**config.mk**
```make
export PLATFORM = sky130hd
export DESIGN_NAME = sdram_host_queue
export DESIGN_NICKNAME = d
export VERILOG_FILES = /design/src/rtl/sdram_host_pkg.sv /design/src/rtl/sdram_req_fifo.sv /design/src/rtl/sdram_host_queue.sv
export SDC_FILE = /design/constraint.sdc
export NUM_CORES = 1
export LEC_CHECK = 0
export ABC_CLOCK_PERIOD_IN_PS = 3600
export BUFFER_PORTS_ARGS = -buffer_cell sky130_fd_sc_hd__buf_2
export CAP_MARGIN = 0
export CORE_UTILIZATION = 35
export CTS_CLUSTER_SIZE = 25
export DETAILED_ROUTE_END_ITERATION = 8
export SLEW_MARGIN = 5
export SYNTH_ARGS = -nofsm -noshare
export SYNTH_HDL_FRONTEND = slang
export SYNTH_SLANG_ARGS = --single-unit
```
**constraint.sdc**
```tcl
create_clock -name clk -period 3.6 [get_ports clk]
set_clock_uncertainty 0.2 [all_clocks]
set_input_delay 0.72 -clock clk [delete_from_list [all_inputs] [get_ports clk]]
set_output_delay 0.72 -clock clk [all_outputs]
set_load 0.01 [all_outputs]
```
**src/rtl/sdram_host_pkg.sv**
```systemverilog
// sdram_host_pkg
//   Shared types for the SDRAM host request queue.
//   ADDR_W / DATA_W : host and controller address and data widths
//   state_t         : issue FSM states
//   cmd_t           : one queued host request (direction, address, write data)
package sdram_host_pkg;

   localparam int ADDR_W = 24;
   localparam int DATA_W = 16;

   typedef enum logic [1:0] {
      IDLE  = 2'd0,
      ISSUE = 2'd1,
      WAIT  = 2'd2
   } state_t;

   typedef struct packed {
      logic              we;
      logic [ADDR_W-1:0] addr;
      logic [DATA_W-1:0] wdata;
   } cmd_t;

endpackage

```
**src/rtl/sdram_req_fifo.sv**
```systemverilog
// sdram_req_fifo
//   In-order FIFO of host commands. The head entry is presented on dout
//   while the FIFO is not empty, so the consumer can pop and use it in the
//   same cycle. There is no bypass: an entry pushed in cycle N is first
//   visible on dout in cycle N+1.
// Ports
//   clk, rst : clock, asynchronous active-high reset (clears the pointers)
//   push/din : write din when push is high and the FIFO is not full
//   pop/dout : dout is the head; pop discards it when not empty
//   full     : DEPTH entries held
//   empty    : no entries held
module sdram_req_fifo
   import sdram_host_pkg::*;
#(
   parameter int DEPTH = 4
) (
   input  logic clk,
   input  logic rst,
   input  logic push,
   input  cmd_t din,
   input  logic pop,
   output cmd_t dout,
   output logic full,
   output logic empty
);

   localparam int AW = $clog2(DEPTH);
   localparam logic [AW:0] PTR_ONE = (AW + 1)'(1);

   cmd_t        mem_reg [DEPTH];
   logic [AW:0] wr_ptr_reg;
   logic [AW:0] rd_ptr_reg;
   logic        do_push;
   logic        do_pop;

   assign do_push = push && !full;
   assign do_pop  = pop && !empty;

   // Pointers carry one extra wrap bit: equal low bits with differing wrap
   // bits means the write side has lapped the read side exactly once.
   assign empty = (wr_ptr_reg == rd_ptr_reg);
   assign full  = (wr_ptr_reg[AW] != rd_ptr_reg[AW]) &&
                  (wr_ptr_reg[AW-1:0] == rd_ptr_reg[AW-1:0]);

   assign dout = mem_reg[rd_ptr_reg[AW-1:0]];

   // Storage is not reset; only the pointers decide what is valid.
   always_ff @(posedge clk) begin
      if (do_push) begin
         mem_reg[wr_ptr_reg[AW-1:0]] <= din;
      end
   end

   always_ff @(posedge clk or posedge rst) begin
      if (rst) begin
         wr_ptr_reg <= '0;
         rd_ptr_reg <= '0;
      end else begin
         if (do_push) begin
            wr_ptr_reg <= wr_ptr_reg + PTR_ONE;
         end
         if (do_pop) begin
            rd_ptr_reg <= rd_ptr_reg + PTR_ONE;
         end
      end
   end

endmodule

```
**src/rtl/sdram_host_queue.sv**
```systemverilog
// sdram_host_queue
//   Host-side request queue in front of sdram_controller. Buffers host
//   reads and writes in order, issues one at a time on the controller's
//   enable/busy handshake, and returns read data as a one-cycle pulse.
// Ports
//   clk, rst              : clock, asynchronous active-high reset
//   req_valid/req_ready   : host request handshake (req_ready = !full)
//   req_we/addr/wdata     : host request (1 = write)
//   rsp_valid/rsp_data    : read response pulse, in request order
//   err                   : one-cycle pulse when a command is dropped
//                           because busy never rose within ACK_TIMEOUT
//   wr_addr/wr_data/wr_enable, rd_addr/rd_enable : controller command side
//   busy, rd_data, rd_ready                      : controller status side
module sdram_host_queue
   import sdram_host_pkg::*;
#(
   parameter int DEPTH       = 4,
   parameter int ACK_TIMEOUT = 8
) (
   input  logic              clk,
   input  logic              rst,
   input  logic              req_valid,
   output logic              req_ready,
   input  logic              req_we,
   input  logic [ADDR_W-1:0] req_addr,
   input  logic [DATA_W-1:0] req_wdata,
   output logic              rsp_valid,
   output logic [DATA_W-1:0] rsp_data,
   output logic              err,
   output logic [ADDR_W-1:0] wr_addr,
   output logic [DATA_W-1:0] wr_data,
   output logic              wr_enable,
   output logic [ADDR_W-1:0] rd_addr,
   output logic              rd_enable,
   input  logic              busy,
   input  logic [DATA_W-1:0] rd_data,
   input  logic              rd_ready
);

   localparam int               CNT_W    = $clog2(ACK_TIMEOUT) + 1;
   localparam logic [CNT_W-1:0] CNT_LAST = CNT_W'(ACK_TIMEOUT - 1);
   localparam logic [CNT_W-1:0] CNT_ONE  = CNT_W'(1);

   state_t           state_reg;
   logic             cmd_we_reg;
   logic             got_rsp_reg;
   logic [CNT_W-1:0] cnt_reg;

   cmd_t req_cmd;
   cmd_t head;
   logic full;
   logic empty;
   logic pop;
   logic capture;

   assign req_ready = !full;
   assign req_cmd   = '{we: req_we, addr: req_addr, wdata: req_wdata};

   sdram_req_fifo #(
      .DEPTH (DEPTH)
   ) u_fifo (
      .clk   (clk),
      .rst   (rst),
      .push  (req_valid),
      .din   (req_cmd),
      .pop   (pop),
      .dout  (head),
      .full  (full),
      .empty (empty)
   );

   assign pop = (state_reg == IDLE) && !empty && !busy;

   // Read data is taken once per read: in WAIT, or in ISSUE on the same
   // cycle busy rises (the controller may strobe early on short accesses).
   assign capture = !cmd_we_reg && !got_rsp_reg && rd_ready &&
                    ((state_reg == WAIT) || ((state_reg == ISSUE) && busy));

   always_ff @(posedge clk or posedge rst) begin
      if (rst) begin
         state_reg   <= IDLE;
         cmd_we_reg  <= 1'b0;
         got_rsp_reg <= 1'b0;
         cnt_reg     <= '0;
         wr_enable   <= 1'b0;
         rd_enable   <= 1'b0;
         wr_addr     <= '0;
         wr_data     <= '0;
         rd_addr     <= '0;
         rsp_valid   <= 1'b0;
         rsp_data    <= '0;
         err         <= 1'b0;
      end else begin
         rsp_valid <= 1'b0;
         err       <= 1'b0;

         if (capture) begin
            rsp_valid   <= 1'b1;
            rsp_data    <= rd_data;
            got_rsp_reg <= 1'b1;
         end

         case (state_reg)
            IDLE: begin
               // The popped head is loaded straight into the command
               // outputs so the enable is up on the very next cycle.
               if (pop) begin
                  cmd_we_reg  <= head.we;
                  got_rsp_reg <= 1'b0;
                  cnt_reg     <= '0;
                  wr_enable   <= head.we;
                  rd_enable   <= !head.we;
                  if (head.we) begin
                     wr_addr <= head.addr;
                     wr_data <= head.wdata;
                  end else begin
                     rd_addr <= head.addr;
                  end
                  state_reg <= ISSUE;
               end
            end

            ISSUE: begin
               if (busy) begin
                  wr_enable <= 1'b0;
                  rd_enable <= 1'b0;
                  state_reg <= WAIT;
               end else if (cnt_reg == CNT_LAST) begin
                  // Controller never acknowledged: drop the command.
                  wr_enable <= 1'b0;
                  rd_enable <= 1'b0;
                  err       <= 1'b1;
                  state_reg <= IDLE;
               end else begin
                  cnt_reg <= cnt_reg + CNT_ONE;
               end
            end

            WAIT: begin
               if (!busy && (cmd_we_reg || got_rsp_reg || capture)) begin
                  state_reg <= IDLE;
               end
            end

            default: begin
               state_reg <= IDLE;
            end
         endcase
      end
   end

endmodule

```
# Word-level counts from Yosys, hierarchy flattened
# Memory sizes are Yosys's and may differ from the RTL's.
# Cells that the tools add are included.
totals:
  output_inout_bits: 85
  n_memories: 1
  reg_bits: 98
  in_bits: 62
  word_cells: 81
  ramBits: 164
mem_list:
  columns: ["memory", "words", "width", "rd", "rd_ports_with_merged_regs", "wr", "line", "source"]
  rows:
  - ["u_fifo.mem_reg", 4, 41, 1, 0, 1, "sdram_req_fifo.sv:30", "cmd_t mem_reg [DEPTH];"]
op_classes:
  add_sub_neg: 3
  mux: 24
  bitwise: 1
  n_eq_ne: 11
  n_reduce_logical: 27
op_table:
  columns: ["cell", "n"]
  rows:
  - ["$mux W1", 13]
  - ["$mux W4", 3]
  - ["$reduce_and A3 Y1", 4]
  - ["$logic_and A1 B1 Y1", 10]
  - ["$mux W2", 4]
  - ["$pmux W4 S2", 1]
  - ["$add A3 B1 Y3 const B", 2]
  - ["$logic_not A1 Y1", 6]
  - ["$pmux W2 S3", 1]
  - ["$add A4 B1 Y4 const B", 1]
  - ["$eq A4 B3 Y1 const B", 1]
  - ["$ne A2 B1 Y1 const B", 2]
  - ["$ne A2 B2 Y1 const B", 2]
  - ["$pmux W1 S2", 2]
  - ["$reduce_and A4 Y1", 1]
  - ["$eq A3 B3 Y1", 1]
  - ["$logic_or A1 B1 Y1", 3]
  - ["$ne A3 B2 Y1 const B", 1]
  - ["$eq A2 B1 Y1 const B", 1]
  - ["$eq A2 B2 Y1", 1]
  - ["$eq A2 B2 Y1 const B", 1]
  - ["$logic_not A2 Y1", 1]
  - ["$reduce_and A2 Y1", 1]
  - ["$reduce_bool A2 Y1", 1]
  - ["2 further kinds", 2]

# Depth between registers and ports, before layout
logic_depth:
  word_depth: 8
  depth_mapped: 6
  depth_no_buf: 5

# By module
# A second synthesis with hierarchy kept.
hier_totals:
  cells_unflattened: 488
  hier_area_um2: 10206.0
modules_own_cells:
  columns: ["module", "cells_each", "area_per_inst_um2", "seq_area_each_um2", "instances"]
  rows:
  - ["sdram_req_fifo", 264, 6432.4, 5074.9, 1]
  - ["sdram_host_queue", 224, 3773.6, 2302.2, 1]

# Worst setup path before layout
# Ideal clock, no wire load.
synth_timing:
  path_kind: "register to register"
  start: "reg u_fifo.rd_ptr_reg[1]"
  end: "mem u_fifo.mem_reg[3][0] (netlist bit) (enable)"
  path_buffers: 1
  period_less_slack_ns: 2.723
  stages_incl_launch_ff: 5
  slack_ns: 0.877
  setup_ns: 0.404
  t_arrival_ns: 2.119
  required_ns: 2.996
  cell_sequence: "dfrtp_1 > buf_6 > xor2_1 > o31a_1 > and2_1"
synth_via:
  elab_chain_cells: 6
synth_lines:
  columns: ["element", "line", "source"]
  rows:
  - ["from (decl)", "sdram_req_fifo.sv:32", "logic [AW:0] rd_ptr_reg;"]
  - ["from (signal assigned)", "sdram_req_fifo.sv:63", "rd_ptr_reg <= rd_ptr_reg + PTR_ONE;"]
  - ["$eq A2 B2 Y1", "sdram_req_fifo.sv:43", "(wr_ptr_reg[AW-1:0] == rd_ptr_reg[AW-1:0]);"]
  - ["$logic_and A1 B1 Y1", "sdram_req_fifo.sv:42", "assign full = (wr_ptr_reg[AW] != rd_ptr_reg[AW]) &&"]
  - ["$logic_not A1 Y1", "sdram_req_fifo.sv:36", "assign do_push = push && !full;"]
  - ["$logic_and A1 B1 Y1", "sdram_req_fifo.sv:36", null]
  - ["$mux W1", "sdram_req_fifo.sv:49", "if (do_push) begin"]
  - ["$mux W1 (not written as such)", "sdram_req_fifo.sv:50", "mem_reg[wr_ptr_reg[AW-1:0]] <= din;"]
  - ["to (decl)", "sdram_req_fifo.sv:30", null]
# Every way passes these cells.

# Worst setup path after layout
layout_timing:
  start: "reg u_fifo.rd_ptr_reg[1]"
  end: "out req_ready"
layout_via:
  elab_chain_cells: 3
layout_lines:
  columns: ["element", "line", "source"]
  rows:
  - ["$eq A2 B2 Y1", "sdram_req_fifo.sv:43", null]
  - ["$logic_and A1 B1 Y1", "sdram_req_fifo.sv:42", null]
  - ["$logic_not A1 Y1", "sdram_host_queue.sv:56", "assign req_ready = !full;"]
  - ["to (decl)", "sdram_host_queue.sv:23", "output logic req_ready,"]
# Every way passes these cells.

==> results.toml <==
[die]
die_height_um = 172
initial_utilization_pct = 36.0
rows = 61
die_x_um = 172
ios = 147
fp.dieArea_um2 = 29600
coreArea_um2 = 28100

[drt]
vias_per_cell = 4.65
first_pass_iters = 4
drt-total-wl_mm = 19.6
num_vias = 4859
antenna_left = 0
drt-initial-drc-count = 226
drc_errors = 0
wl_per_cell_um = 18.8

[power]
power_leakage_nw = 4.90
power_density_nw_per_um2 = 922
peakVddDrop_v = 0.000430

[place]
hpwl_mm = 12.6
gp_congestion = 0.735
portBuffers = 146
place_worst_setup_slack_ns = 0.933
dpl_cell_area_um2 = 11300

[setup_path]
crit_family = "buffers and inverters"
cp.buffers_inverters = 2
crit_path_start_kind = "flip-flop"
cp.required_ns = 2.68
r2r_cells = 4
path_cells = "buf_4 > xnor2_1 > nand3_1 > buf_2"
crit_path_end_kind = "primary output"
critPathMaxFanout = 24
critical_path_class = "flip-flop to primary output"
max_stage_delay_ns = 0.41
cp.depth = 4
cp_slowest_cell = "dfrtp_2"
critPathArrivalTime_ns = 1.84

[synth]
syn_avg_cell_area_um2 = 21.3
yosysTopAreaCell = "edfxtp_1"
ys_seq_area_share_pct = 73.0
synth_edf_count = 164
ys_ff_latch = 262
ys_types = 41
synth-main-ff-cell = "edfxtp_1"
ys_warn_count = 0
synth_top_area_share_pct = 48.7
synthesis.area_um2 = 10100
async_flop_share_pct = 37.4
synth_area_leaders = "edfxtp_1 (49%), dfrtp_1 (24%), mux4_2 (9.1%)"
synth_nets = 542
syn_inst = 474

[final_layout]
largest_reg_flops = 164
synthToLayoutAreaGrowth_pct = 21.1
fin_util_pct = 43.6
drive_gt1_share_pct = 51.5
layout_commonest_cell = "edfxtp_1"
final_cell_mix = "edfxtp_1 (164), buf_2 (146), dfrtp_1 (96)"
fin_area_um2 = 12200
final_nets = 710

[timing]
fin_crit_sh_pct = 76.7
slew_headroom_pct = 54.6
tns_ns = 0
drv_slew = 0
holdWs_ns = 0.0826
worstMarginPinSlew_ns = 0.681
setup_viol = 0
layout_min_cycle_time_ns = 2.76
setup_slack_ns = 0.840
fmax_mhz = 362
rsz0062_at_grt = "false"
hold_viol_final = 0

[cts]
cts_setup_buffers = 0
cts-root-buf = "clkbuf_16"
clk_pin_slew_ns = 0.06
numCtsBuffers = 28
cts_resized = 0
clock_latency_ns = 0.54
clock_sink_count = 262
cts_tree = "built"
cts_hold_buffers = 0
cts.path.max_buffers = 3
htreeDepth = 1

[outcome]
run_status = "finished clean"

[global_route]
track_usage_pct = 13.5
grt_pass1_vias = 5334
grt_pass1_wl_mm = 30.4
antenna_found_initial = 3
grt_overflow = 0
grt_max_degree = 52

[job]
maxCapViolations = 0

[worst_hold_path]
min_path_type = "input pin to async pin"
[cells in the mapped netlist (all sizes together) (2+ instances only)]
master / count
o21ai: 4
nor3b: 2
a22o: 2
nand2: 9
nor2: 3
mux4: 41
xnor2: 6
edfxtp: 164
mux2: 80
dfrtp: 98
buf: 13
a21o: 2
ha: 6
xor2: 4
nand3: 3
inv: 7
a21oi: 2
nor3: 3
nand2b: 2
and2: 4
clkbuf: 6
o31a: 2
[stage by stage]
step | std cells | total power, mW
3_5_place_dp | 990 | 8.52
6_report | 1044 | 11.3
4_1_cts | 1042 | 11.5
5_1_grt | 1042 | 11.9
2_1_floorplan | 474 | 7.33
3_3_place_gp | 990 | 8.39
[metal layers]
metal | wire (um) | GRT usage [%] | vias to the layer above
met4 | 366 | 3.39 | 4
li1 | - | - | 2199
met5 | 22 | 0 | -
met1 | 8430 | 17.3 | 2494
met2 | 9560 | 22.8 | 125
met3 | 1230 | 3.69 | 37
[cells by family after synthesis]
family | Yosys count | share of synthesized area (%)
flip-flops | 262 | 73.0
multiplexers | 122 | 20.3
AND/OR/NAND/NOR | 29 | 1.84
buffers and inverters | 26 | 1.79
AO/OA/AOI/OAI | 19 | 1.50
XOR/XNOR | 10 | 0.866
adder cells (fa/ha/maj) | 6 | 0.742
[report_power, final]
group,internal (mW),leakage (nW),switching (mW)
sequential,4.24,2.68,0.481
combinational,1.90,1.75,1.75
clock,1.74,0.467,1.18
[final timing paths]
kind / from / end / slack [ns]
max: u_fifo.rd_ptr_reg[1] / req_ready / 0.84
min: rst / rsp_data[14] / 0.08
max reg2reg: u_fifo.rd_ptr_reg[0] / u_fifo.mem_reg[3][17] / 0.98
min reg2reg: rd_enable / rd_enable / 0.28
max in group asynchronous: rst / rd_addr[15] / 2.39
min in group clk: req_wdata[7] / u_fifo.mem_reg[2][7] / 0.19
[layout make-up]
type	count	area (um^2)
multi-input cells	186	2560
clock inverters	22	241
repair buffers	157	838
diodes	2	5.00
well taps	378	473
inverters	7	28.8
clock buffers	30	718
flip-flops and latches	262	7380
fillers	2514	15800
Note: power is estimated with default switching activity, not from simulation.
